File: src/rtl/gfx_pkg.sv
// Shared graphics types: framebuffer geometry defaults, pixel/address
// typedefs and the write arbiter state encoding.
package gfx_pkg;

  localparam int FB_WIDTH      = 160;
  localparam int FB_HEIGHT     = 120;
  localparam int FB_DATA_WIDTH = 12;
  localparam int FB_ADDR_WIDTH = $clog2(FB_WIDTH * FB_HEIGHT);

  typedef logic [FB_ADDR_WIDTH-1:0] fb_addr_t;
  typedef logic [FB_DATA_WIDTH-1:0] fb_pixel_t;

  typedef enum logic {
    IDLE,
    GRANT
  } arb_state_t;

  // Index width that stays at least one bit for a single requester
  function automatic int idx_width(input int n);
    return (n > 1) ? $clog2(n) : 1;
  endfunction

endpackage

File: src/rtl/rr_priority_picker.sv
// Round-robin picker: first set request scanning from ptr upward,
// wrapping modulo NUM_REQ. Purely combinational.
module rr_priority_picker
  import gfx_pkg::*;
#(
  parameter int NUM_REQ = 3,
  localparam int IW = idx_width(NUM_REQ)
) (
  input  logic [NUM_REQ-1:0] req,
  input  logic [IW-1:0]      ptr,
  output logic               found,
  output logic [IW-1:0]      index
);

  always_comb begin : pick
    int j;
    j     = 0;
    found = 1'b0;
    index = '0;
    for (int i = 0; i < NUM_REQ; i++) begin
      j = int'(ptr) + i;
      if (j >= NUM_REQ) j = j - NUM_REQ;
      if (!found && req[j[IW-1:0]]) begin
        found = 1'b1;
        index = j[IW-1:0];
      end
    end
  end

endmodule

File: src/rtl/fb_write_arbiter.sv
// Round-robin burst arbiter for the framebuffer write port.
// Optional FB_WRITE_CLIP_EN drops out-of-range beats and flags clip_err.
module fb_write_arbiter
  import gfx_pkg::*;
#(
  parameter int NUM_REQ           = 3,
  parameter int BUFFER_WIDTH      = FB_WIDTH,
  parameter int BUFFER_HEIGHT     = FB_HEIGHT,
  parameter int BUFFER_DATA_WIDTH = FB_DATA_WIDTH,
  parameter int BUFFER_ADDR_WIDTH =
    $clog2(BUFFER_WIDTH * BUFFER_HEIGHT),
  parameter int MAX_BURST         = 16,
  localparam int IW = idx_width(NUM_REQ),
  localparam int AW = BUFFER_ADDR_WIDTH,
  localparam int DW = BUFFER_DATA_WIDTH
) (
  input  logic                  clk,
  input  logic                  rstn,
  input  logic [NUM_REQ-1:0]    req_valid,
  input  logic [NUM_REQ-1:0]    req_last,
  input  logic [NUM_REQ*AW-1:0] req_addr,
  input  logic [NUM_REQ*DW-1:0] req_data,
  output logic [NUM_REQ-1:0]    req_ready,
  output logic                  write_en,
  output logic [AW-1:0]         write_addr,
  output logic [DW-1:0]         write_data,
  output logic [IW-1:0]         grant_id,
  output logic                  busy,
  output logic                  clip_err
);

  localparam int CW = $clog2(MAX_BURST + 1);
  localparam logic [IW-1:0] LAST_IDX = IW'(NUM_REQ - 1);

  arb_state_t    state;
  logic [IW-1:0] ptr;
  logic [IW-1:0] nxt_ptr;
  logic [CW-1:0] cnt;
  logic          found;
  logic [IW-1:0] pick;
  logic          sel_valid;
  logic          sel_last;
  logic [AW-1:0] sel_addr;
  logic [DW-1:0] sel_data;
  logic          burst_end;
  logic          clip_hit;

  rr_priority_picker #(
    .NUM_REQ(NUM_REQ)
  ) u_pick (
    .req  (req_valid),
    .ptr  (ptr),
    .found(found),
    .index(pick)
  );

  always_comb begin
    sel_valid = req_valid[grant_id];
    sel_last  = req_last[grant_id];
    sel_addr  = req_addr[int'(grant_id)*AW +: AW];
    sel_data  = req_data[int'(grant_id)*DW +: DW];
    burst_end = sel_last || (cnt + CW'(1) == CW'(MAX_BURST));
    nxt_ptr   = (grant_id == LAST_IDX) ? '0 : grant_id + IW'(1);
  end

`ifdef FB_WRITE_CLIP_EN
  localparam int PIXELS = BUFFER_WIDTH * BUFFER_HEIGHT;

  // Extra bit keeps the bound representable when it equals 2**AW
  assign clip_hit = {1'b0, sel_addr} >= (AW+1)'(PIXELS);

  always_ff @(posedge clk) begin
    if (!rstn) begin
      clip_err <= 1'b0;
    end else if (state == GRANT && sel_valid && clip_hit) begin
      clip_err <= 1'b1;
    end
  end
`else
  assign clip_hit = 1'b0;
  assign clip_err = 1'b0;
`endif

  always_ff @(posedge clk) begin
    if (!rstn) begin
      state      <= IDLE;
      ptr        <= '0;
      cnt        <= '0;
      grant_id   <= '0;
      busy       <= 1'b0;
      req_ready  <= '0;
      write_en   <= 1'b0;
      write_addr <= '0;
      write_data <= '0;
    end else begin
      write_en <= 1'b0;
      unique case (state)
        IDLE: begin
          if (found) begin
            state     <= GRANT;
            grant_id  <= pick;
            cnt       <= '0;
            busy      <= 1'b1;
            req_ready <= NUM_REQ'(1) << pick;
          end
        end
        GRANT: begin
          if (!sel_valid) begin
            state     <= IDLE;
            busy      <= 1'b0;
            req_ready <= '0;
            ptr       <= nxt_ptr;
          end else begin
            cnt <= cnt + CW'(1);
            // Clipped beats complete the handshake but never reach the port
            if (!clip_hit) begin
              write_en   <= 1'b1;
              write_addr <= sel_addr;
              write_data <= sel_data;
            end
            if (burst_end) begin
              state     <= IDLE;
              busy      <= 1'b0;
              req_ready <= '0;
              ptr       <= nxt_ptr;
            end
          end
        end
      endcase
    end
  end

endmodule

File: config.mk
export PLATFORM = sky130hd
export DESIGN_NAME = fb_write_arbiter
export DESIGN_NICKNAME = d
export VERILOG_FILES = /design/src/rtl/gfx_pkg.sv /design/src/rtl/rr_priority_picker.sv /design/src/rtl/fb_write_arbiter.sv
export SDC_FILE = /design/constraint.sdc
export NUM_CORES = 1
export LEC_CHECK = 0
export CORE_MARGIN = 1.5
export CORE_UTILIZATION = 44
export DETAILED_ROUTE_END_ITERATION = 10
export PLACE_DENSITY_LB_ADDON = 0.25
export SLEW_MARGIN = 20
export SYNTH_ARGS = -nofsm -noshare
export SYNTH_HDL_FRONTEND = slang
export SYNTH_SLANG_ARGS = --single-unit
export TNS_END_PERCENT = 1
File: constraint.sdc
create_clock -name clk -period 5.1 [get_ports clk]
set_input_delay 0.765 -clock clk [delete_from_list [all_inputs] [get_ports clk]]
set_output_delay 0.765 -clock clk [all_outputs]
set_load 0.05 [all_outputs]
==> results of run 1 <==
==> worst min path at each step <==
stage,startpoint,end,slack (ns)
2_1_floorplan,cnt[4],cnt[4],0.45
3_3_place_gp,busy,busy,0.47
3_5_place_dp,busy,busy,0.47
4_1_cts,busy,busy,0.48
5_1_grt,busy,busy,0.52
6_report,busy,busy,0.48
==> through the flow <==
stage	total power, mW	std cells
floorplan	1.35	302
global placement	1.68	475
detailed placement	1.70	475
CTS	1.96	483
global route	2.07	483
finish	1.94	483
==> sequential cells by signal, indices dropped and copies added (netlist names) <==
signal,cells
ptr,2
grant_id,2
write_data,12
req_ready,3
write_addr,15
state,1
cnt,5
busy,1
write_en,1
==> cell usage in the layout, fill, tap and decap left out, drive strengths merged, types with 2 or more instances in the layout <==
cell type,count
a211oi,31
a21oi,7
a2bb2oi,2
a311oi,2
and3b,2
buf,3
clkbuf,5
clkdlybuf4s50,122
clkinv,2
dfxtp,42
ha,5
inv,5
mux2i,34
nand2,11
nand2b,4
nand3,5
nor2,60
nor2b,3
nor3,31
o21ai,5
o21bai,2
o22ai,4
o2bb2ai,2
o41ai,2
or2,2
or3,2
==> logic make-up (layout without fill, tap and decap cells) <==
group,after synthesis,in the layout,synth area share
adders and majority gates,5,5,0.0254
and+or+nand+nor,124,124,0.229
AOI/OAI and AO/OA,66,66,0.207
other,1,1,0.00152
muxes,35,35,0.143
buffers and inverters,29,138,0.0523
DFF,42,42,0.341
==> cell type report <==
| cell class | count | share of cell area |
|---|---|---|
| Clock buffer | 5 | 0.0181 |
| Clock inverter | 3 | 0.0105 |
| Inverter | 5 | 0.00494 |
| Multi-Input combinational cell | 231 | 0.394 |
| Sequential cell | 42 | 0.222 |
| Tap cell | 72 | 0.0237 |
| Timing Repair Buffer | 125 | 0.327 |
==> layer usage <==
metal  vias to the layer above  GRT usage
met4                         0     0.0600
met2                        84      0.398
li1                       1301          -
met3                         8     0.0776
met5                         -          0
met1                      1136      0.266
==> power groups by stage <==
stage | Clock [mW] | Combinational [mW] | Sequential (mW)
2_1_floorplan | 0 | 0.586 | 0.766
3_3_place_gp | 0 | 1.13 | 0.548
3_5_place_dp | 0 | 1.14 | 0.554
4_1_cts | 0.263 | 1.15 | 0.546
5_1_grt | 0.279 | 1.23 | 0.563
6_report | 0.260 | 1.14 | 0.544
==> metrics.md, run 1 <==
| Metric | Value |
|---|---|
| Status | finished, final reports clean |
| Worst setup EP type | primary output |
| Post-synthesis async set-or-reset flop share | 0 |
| WL met1 | 2830 um |
| Register area | 842 um2 |
| Slowest cell delay on critical path | around 1 ns |
| Syn Std Cell Area | 2460 um2 |
| Slew @ Worst Pin | 1.00 ns |
| Clk sinks | 42 |
| Synth area leader | dfxtp_1 |
| Most common library cells after synthesis | nor2_1 (60), dfxtp_1 (42), mux2i_1 (34) |
| Max-slew violations | 0 |
| WL/cell | 14.0 um |
| Worst-path cell chain | clkdlybuf4s50_1 |
| # DRC | 0 |
| Worst vdd ir | 0.257 mV |
| Post-CTS setup buffers | 0 |
| DR WL met2 | 3340 um |
| Number of buffers created by CTS | 5 |
| Hold Path Class | flop to flop |
| Grt ovf | 0 |
| Family with the most delay on the worst path | flip-flops |
| Worst reg2reg path endpoint | cnt[2] |
| Main area contributors after synthesis | dfxtp_1 (34%), mux2i_1 (14%), a211oi_1 (9.1%) |
| Setup TNS | 0 ns |
| Finished Cell Area | 3800 um2 |
| Netlist cell types | 44 |
| Relative slew slack | 0.332 |
| Via density | 5.24 |
| Post-synth top area share | 0.341 |
| Synth Flop Type | dfxtp_1 |
| Max Fclk | 333 MHz |
| Number of global-route vias before repair | 2410 |
| Crit path max-delay cell type | dfxtp_2 |
| Hold WS | approximately 0.48 ns |
| Mapped Cells | 302 |
| Final core utilization | 0.698 |
| Antenna cell count | 0 |
| Width of the die | 77.8 um |
| Final setup vio count | 0 |
| Final Wtd Congestion | between 0.8 and 0.9 |
| IO Pins | 124 |
| Die Area | 6050 um2 |
| CP startpoint | grant_id[0] |
| Worst R2R Path Depth | 5 |
| Yosys warns | 0 |
| WS Path Type | flop to primary output |
| DP HPWL | 4940 um |
| CP endpoint | grant_id[0] |
| Int Pwr | just over 1 mW |
| Initial DRC count | 155 |
| Hold-fix buffer count after cts | 0 |
| CP Max Fanout | 34 |
| Final wirelength | 6790 um |
| Hold Crit Depth | 2 |
| First-pass detailed-route iteration total | 4 |
| RSZ-0062 raised after global routing | false |
| Number of synthesized flops with an enable pin | 0 |
| Syn_nets | a little under 400 |
| CTS Buffer Depth | 2 |
| Final min period | 3.01 ns |
| Initial core utilization | 0.453 |
| Antenna Nets Post-Route | 0 |
| P per Cell Area | 512 nW/um2 |
| DR top layer | met4 |
| Most frequent cell after synthesis | nor2_1 |
| Startpoint types | flop |
| CTS tree | done |
| Vias | around 2.5k |
| Dpl ws | about 1.7 ns |
| R2R setup slack | around 2.4 ns |
| P_sw | 913 uW |
| Multi-input combinational cell area | 1500 um2 |
| WL met3 | 529 um |
| GRT Util Overall | 0.229 |
| Logic pwr share | 0.586 |
| Crit path depth | 1 |
| Max-Cap Viols | 0 |
| Largest net degree at the start of global routing | 37 |
| Critical Path AT | ~2.2 ns |
| Worst-skew pair later-pin latency | 0.29 ns |
| Final worst slack | 2.09 ns |
| Clock share of power | 0.134 |
| Fin nets | 504 |
| Reg power frac | 0.280 |
| WP buf/inv | 1 |
| First-pass GRT wire length | 11100 um |
| Yosys reg bits | 42 |
| Share of cells above drive strength 1 | 0.0584 |
| Pleak | 1.36 nW |
| Crit share post-route | 0.590 |
| Register area share after synthesis | 0.341 |
| I/O Buffers | around 120 |
| Reg2reg start | grant_id[0] |
| Final hold viol count | 0 |
| Initial antenna violation count | 0 |
| Clock Skew | 0.00837 ns |
| Placed inst area | 3690 um2 |
| CTS root buf | clkbuf_8 |
| Critical Path RT | 4.34 ns |
| Placeable Area | 5440 um2 |
| Net Sw Frac | 0.470 |
| Core Rows | 27 |
| Layout area overhead | 54.3% |
| Resize count post-CTS | 0 |
| Die height | 77.8 um |
| Clk slew on worst S/H paths | 0.08 ns |
| Syn_area_per_cell | 8.15 um2 |
| Layout filler cell count | 451 |
| CTS H-tree depth | 2 |
Note: power is estimated with default switching activity, not from simulation.
==> inputs of run 2 (changes only) <==
- CORE_UTILIZATION: 44 -> 40
- clock period: 5.1 -> 2.94 ns (I/O delays scaled with it)
==> metrics.md, run 2 (synthesis gave the netlist of run 1 again) <==
| Metric | Value |
|---|---|
| Biggest regs | write_addr x15, write_data x12, cnt x5 |
| Final hold viol count | 0 |
| Register area | approximately 840 um2 |
| Worst-path cell chain | clkdlybuf4s50_1 |
| WL/cell | 14.9 um |
| Vias | 2637 |
| GRT Util Overall | 0.219 |
| Share of cells above drive strength 1 | 0.0651 |
| Grt ovf | 0 |
| Max Fclk | 407 MHz |
| Most frequent cells in the layout | clkdlybuf4s50_1 (122), nor2_1 (59), dfxtp_1 (41) |
| Slew @ Worst Pin | 0.700 ns |
| WP buf/inv | 1 |
| Via density | 5.38 |
| WL met3 | 587 um |
| Antenna cell count | 0 |
| Max reg flops | 15 |
| Worst-skew pair later-pin latency | 0.29 ns |
| Crit share post-route | 0.836 |
| Worst R2R Path Depth | 6 |
| Pleak | 1.37 nW |
| First-pass GRT wire length | 11200 um |
| Number of global-route vias before repair | 2423 |
| Final worst slack | 0.483 ns |
| Commonest non-fill, non-tap cell in the layout | clkdlybuf4s50_1 |
| Layout area overhead | 55.6% |
| Setup TNS | 0 ns |
| Clk sinks | 42 |
| Antenna Nets Post-Route | 0 |
| DR WL met2 | 3560 um |
| Worst vdd ir | about 0.50 mV |
| Relative slew slack | 0.534 |
| Placeable Area | 5920 um2 |
| Crit path max-delay cell type | clkdlybuf4s50_1 |
| RSZ-0062 raised after global routing | false |
| Clock Skew | 0.00703 ns |
| Final min period | 2.46 ns |
| Number of buffers created by CTS | 5 |
| Initial antenna violation count | 0 |
| Final Wtd Congestion | about 0.85 |
| Family with the most delay on the worst path | buffers and inverters |
| CTS H-tree depth | 2 |
| Finished Cell Area | 3830 um2 |
| CTS root buf | clkbuf_8 |
| DP HPWL | 5330 um |
| CTS tree | done |
| R2R setup slack | between 0.6 and 0.7 ns |
| Most flop-heavy register | write_addr |
| Die height | 81.5 um |
| Slowest cell delay on critical path | 0.93 ns |
| Resize count post-CTS | 0 |
| Critical Path RT | 2.50 ns |
| Max-Cap Viols | 0 |
| Final core utilization | 0.647 |
| Multi-input combinational cell area | approximately 1500 um2 |
| Initial core utilization | 0.416 |
| Initial DRC count | 88 |
| I/O Buffers | 122 |
| DR top layer | met4 |
| Width of the die | 81.5 um |
| WS Path Type | flop to primary output |
| Hold-fix buffer count after cts | 0 |
| Worst reg2reg path endpoint | cnt[2] |
| Core Rows | 28 |
| # DRC | 0 |
| IO Pins | 124 |
| Dpl ws | 0.487 ns |
| WL met1 | 3050 um |
| Clk slew on worst S/H paths | 0.08 ns |
| CP Max Fanout | 22 |
| Post-CTS setup buffers | 0 |
| Hold Crit Depth | 2 |
| Worst setup EP type | primary output |
| P per Cell Area | 880 nW/um2 |
| Hold EP | busy |
| Critical Path AT | 2.02 ns |
| Max-slew violations | 0 |
| Die Area | 6640 um2 |
| First-pass detailed-route iteration total | 4 |
| Largest net degree at the start of global routing | 37 |
| Placed inst area | 3740 um2 |
| Status | finished, final reports clean |
| Fin nets | 508 |
| Hold Path Origin | busy |
| Startpoint types | flop |
| Reg2reg start | grant_id[0] |
| CTS Buffer Depth | 2 |
| Hold WS | 0.491 ns |
| Layout filler cell count | 543 |
| Final setup vio count | 0 |
| Final wirelength | 7290 um |
| Hold Path Class | flop to flop |
-- run 2: cell types whose count changed in the layout (fill, tap and decap cells not counted) --
cell,delta
clkinvlp_4,+1
buf_4,+3
bufinv_16,-1
buf_12,+1
clkinv_2,-1
or2_2,-1
clkbuf_8,+1
or2_1,+1
-- run 2: layout make-up --
cell class              count  share of cell area
clock buffers               6              0.0216
inverters                   5             0.00490
flip-flops and latches     42               0.220
repair buffers            129               0.336
multi-input cells         231               0.390
well taps                  75              0.0245
clock inverters             2             0.00327
-- run 2: where the power goes --
group	internal, mW	total [mW]	switching, mW	leakage [nW]
clock network	0.189	0.390	0.201	0.0472
registers	0.733	0.898	0.164	0.345
logic	0.836	2.08	1.25	0.982
total	1.76	3.37	1.61	1.37
-- run 2: routing by layer --
layer,GRT usage,vias to the layer above
met2,0.381,91
met1,0.247,1225
met3,0.0833,6
met4,0.0638,0
li1,-,1315
met5,0,-
-- run 2: how the worst max path moves through the flow --
stage / from / depth (start not counted) / endpoint
after floorplan: grant_id[0] / 6 / ptr[0]
after global placement: req_valid[2] / 6 / cnt[2]
after detailed placement: req_valid[2] / 6 / cnt[2]
after CTS: grant_id[0] / 1 / grant_id[0]
after global routing: grant_id[0] / 1 / grant_id[0]
final: grant_id[0] / 1 / grant_id[0]
-- run 2: through the flow --
| stage | std cells | power [mW] |
|---|---|---|
| after floorplan | 302 | 2.35 |
| after global placement | 482 | 2.96 |
| after detailed placement | 482 | 3.00 |
| after CTS | 490 | 3.40 |
| after global routing | 490 | 3.59 |
| final | 490 | 3.37 |
==> inputs of run 3 (changes only) <==
- CORE_UTILIZATION: 40 -> 36
- clock period: 2.94 -> 2.21 ns (I/O delays scaled with it)
==> metrics.md, run 3 (synthesis gave the netlist of run 1 again) <==
| Metric | Value |
|---|---|
| Final min period | approximately 2.1 ns |
| Most flop-heavy register | write_addr |
| Commonest non-fill, non-tap cell in the layout | clkdlybuf4s50_1 |
| CTS Buffer Depth | 2 |
| Max Fclk | 484 MHz |
| Final core utilization | 0.606 |
| P_sw | about 2.2 mW |
| First-pass detailed-route iteration total | 4 |
| Clock share of power | 0.132 |
| Initial antenna violation count | 0 |
| Crit share post-route | 0.935 |
| Net Sw Frac | 0.460 |
| Max reg flops | 15 |
| Largest net degree at the start of global routing | 37 |
| Number of buffers created by CTS | 5 |
| Layout area overhead | 59.8% |
| Antenna Nets Post-Route | 0 |
| Hold Path Class | flop to flop |
| WS Path Type | flop to flop |
| Clock Skew | about 0.0054 ns |
| Clk slew on worst S/H paths | around 0.080 ns |
| Width of the die | 85.7 um |
| DP HPWL | 5510 um |
| CTS H-tree depth | 2 |
| Max-Cap Viols | 0 |
| Logic pwr share | 0.631 |
| Grt ovf | 0 |
| # DRC | 0 |
| Final hold viol count | 0 |
| Most frequent cells in the layout | clkdlybuf4s50_1 (121), nor2_1 (59), dfxtp_1 (41) |
| Share of cells above drive strength 1 | 0.0831 |
| CP Max Fanout | 8 |
| Die height | 85.7 um |
| Setup TNS | 0 ns |
| Hold-fix buffer count after cts | 0 |
| Critical path's most frequent cell | a211oi_1 |
| GRT Util Overall | 0.200 |
| WL/cell | between 10 and 15 um |
| Reg power frac | 0.238 |
| Critical Path AT | ~2.2 ns |
| Startpoint types | flop |
| Worst-path cell chain | inv_1 -> ha_1 -> mux2_2 -> a211oi_1 -> a21boi_0 -> or2_2 -> a211oi_1 |
| Max-slew violations | 0 |
| Core Rows | 29 |
| Final setup vio count | 0 |
| Int Pwr | 2.54 mW |
| Critical Path RT | about 2.4 ns |
| Pleak | around 1.4 nW |
| Die Area | 7350 um2 |
| Slowest cell delay on critical path | about 0.39 ns |
| Vias | 2620 |
| Slew @ Worst Pin | 0.680 ns |
| Number of global-route vias before repair | 2511 |
| Final wirelength | 7380 um |
| First-pass GRT wire length | 12000 um |
| Worst setup EP type | flop |
| Initial core utilization | 0.379 |
| Initial DRC count | 79 |
| P per Cell Area | 1190 nW/um2 |
| Worst-skew pair later-pin latency | 0.28 ns |
| IO Pins | 124 |
| Status | finished, final reports clean |
| Crit path max-delay cell type | mux2_2 |
| Biggest regs | write_addr x15, write_data x12, cnt x5 |
| Final Wtd Congestion | 0.794 |
| Antenna cell count | 0 |
| Via density | approximately 5.3 |
| Placeable Area | 6490 um2 |
| RSZ-0062 raised after global routing | false |
| I/O Buffers | 122 |
| Worst vdd ir | 0.586 mV |
| Fin nets | 515 |
| CTS tree | done |
| Relative slew slack | 0.546 |
| CTS root buf | clkbuf_8 |
| Clk sinks | 42 |
[run 3: changes by cell type in the layout (fill, tap and decap cells not counted), sizes merged]
| cell | change |
|---|---|
| buf | +8 |
| bufinv | +1 |
| clkdlybuf4s50 | -1 |
| clkinv | -1 |
| clkinvlp | -1 |
[run 3: power groups by stage]
stage	combinational, mW	sequential, mW	clock, mW
after CTS	2.93	1.12	0.637
after global placement	2.89	1.13	0
final	2.96	1.12	0.618
after floorplan	1.35	1.77	0
after global routing	3.17	1.15	0.666
after detailed placement	2.92	1.13	0
[run 3: stage by stage]
| step | instances | hold slack (ns) | area [um2] | total power [mW] | setup WS [ns] |
|---|---|---|---|---|---|
| final | 498 | 0.483 | 3940 | 4.70 | 0.144 |
| after global routing | 498 | 0.503 | 3940 | 4.99 | 0.0263 |
| after CTS | 498 | 0.484 | 3910 | 4.68 | 0.104 |
| after detailed placement | 491 | 0.471 | 3800 | 4.06 | 0.00456 |
| after global placement | 491 | 0.473 | 3800 | 4.02 | 0.0550 |
| after floorplan | 302 | 0.449 | 2460 | 3.12 | 0.201 |
[run 3: routing by layer]
layer	GRT usage	part of all wire	up-vias
li1	-	-	1332
met1	0.252	0.45	1195
met2	0.349	0.48	85
met3	0.0472	0.055	8
met4	0.0425	0.011	0
met5	0	0	-
[run 3: worst paths after layout]
check / from / endpoint / slack [ns] / cells past startpoint
hold reg to reg: busy / busy / 0.48 / 2
hold / removal: busy / busy / 0.48 / 2
setup reg to reg: ptr[1] / grant_id[0] / 0.14 / 7
setup / recovery: ptr[1] / grant_id[0] / 0.14 / 7
[run 3: final cells by class]
class / instances / area [um2]
Sequential cell: 42 / 842
Fill cell: 588 / 2560
Clock inverter: 1 / 30.0
Clock buffer: 6 / 82.6
Inverter: 5 / 18.8
Tap cell: 77 / 96.3
Multi-Input combinational cell: 231 / 1520
Timing Repair Buffer: 136 / 1350
[run 3: what timing repair did]
action | in CTS | in global routing
setup buffers | 0 | 0
gates resized for setup | 0 | 3
endpoints found under the setup margin | 0 | 7
[run 3: worst max-delay path, delay by kind of cell, from the launching register on]
kind,cells,cell delay [ns]
mux,1,0.39
fa+ha+maj,1,0.32
buf+inv,1,0.08
flops,1,0.35
compound gates,3,0.60
simple gates,1,0.18
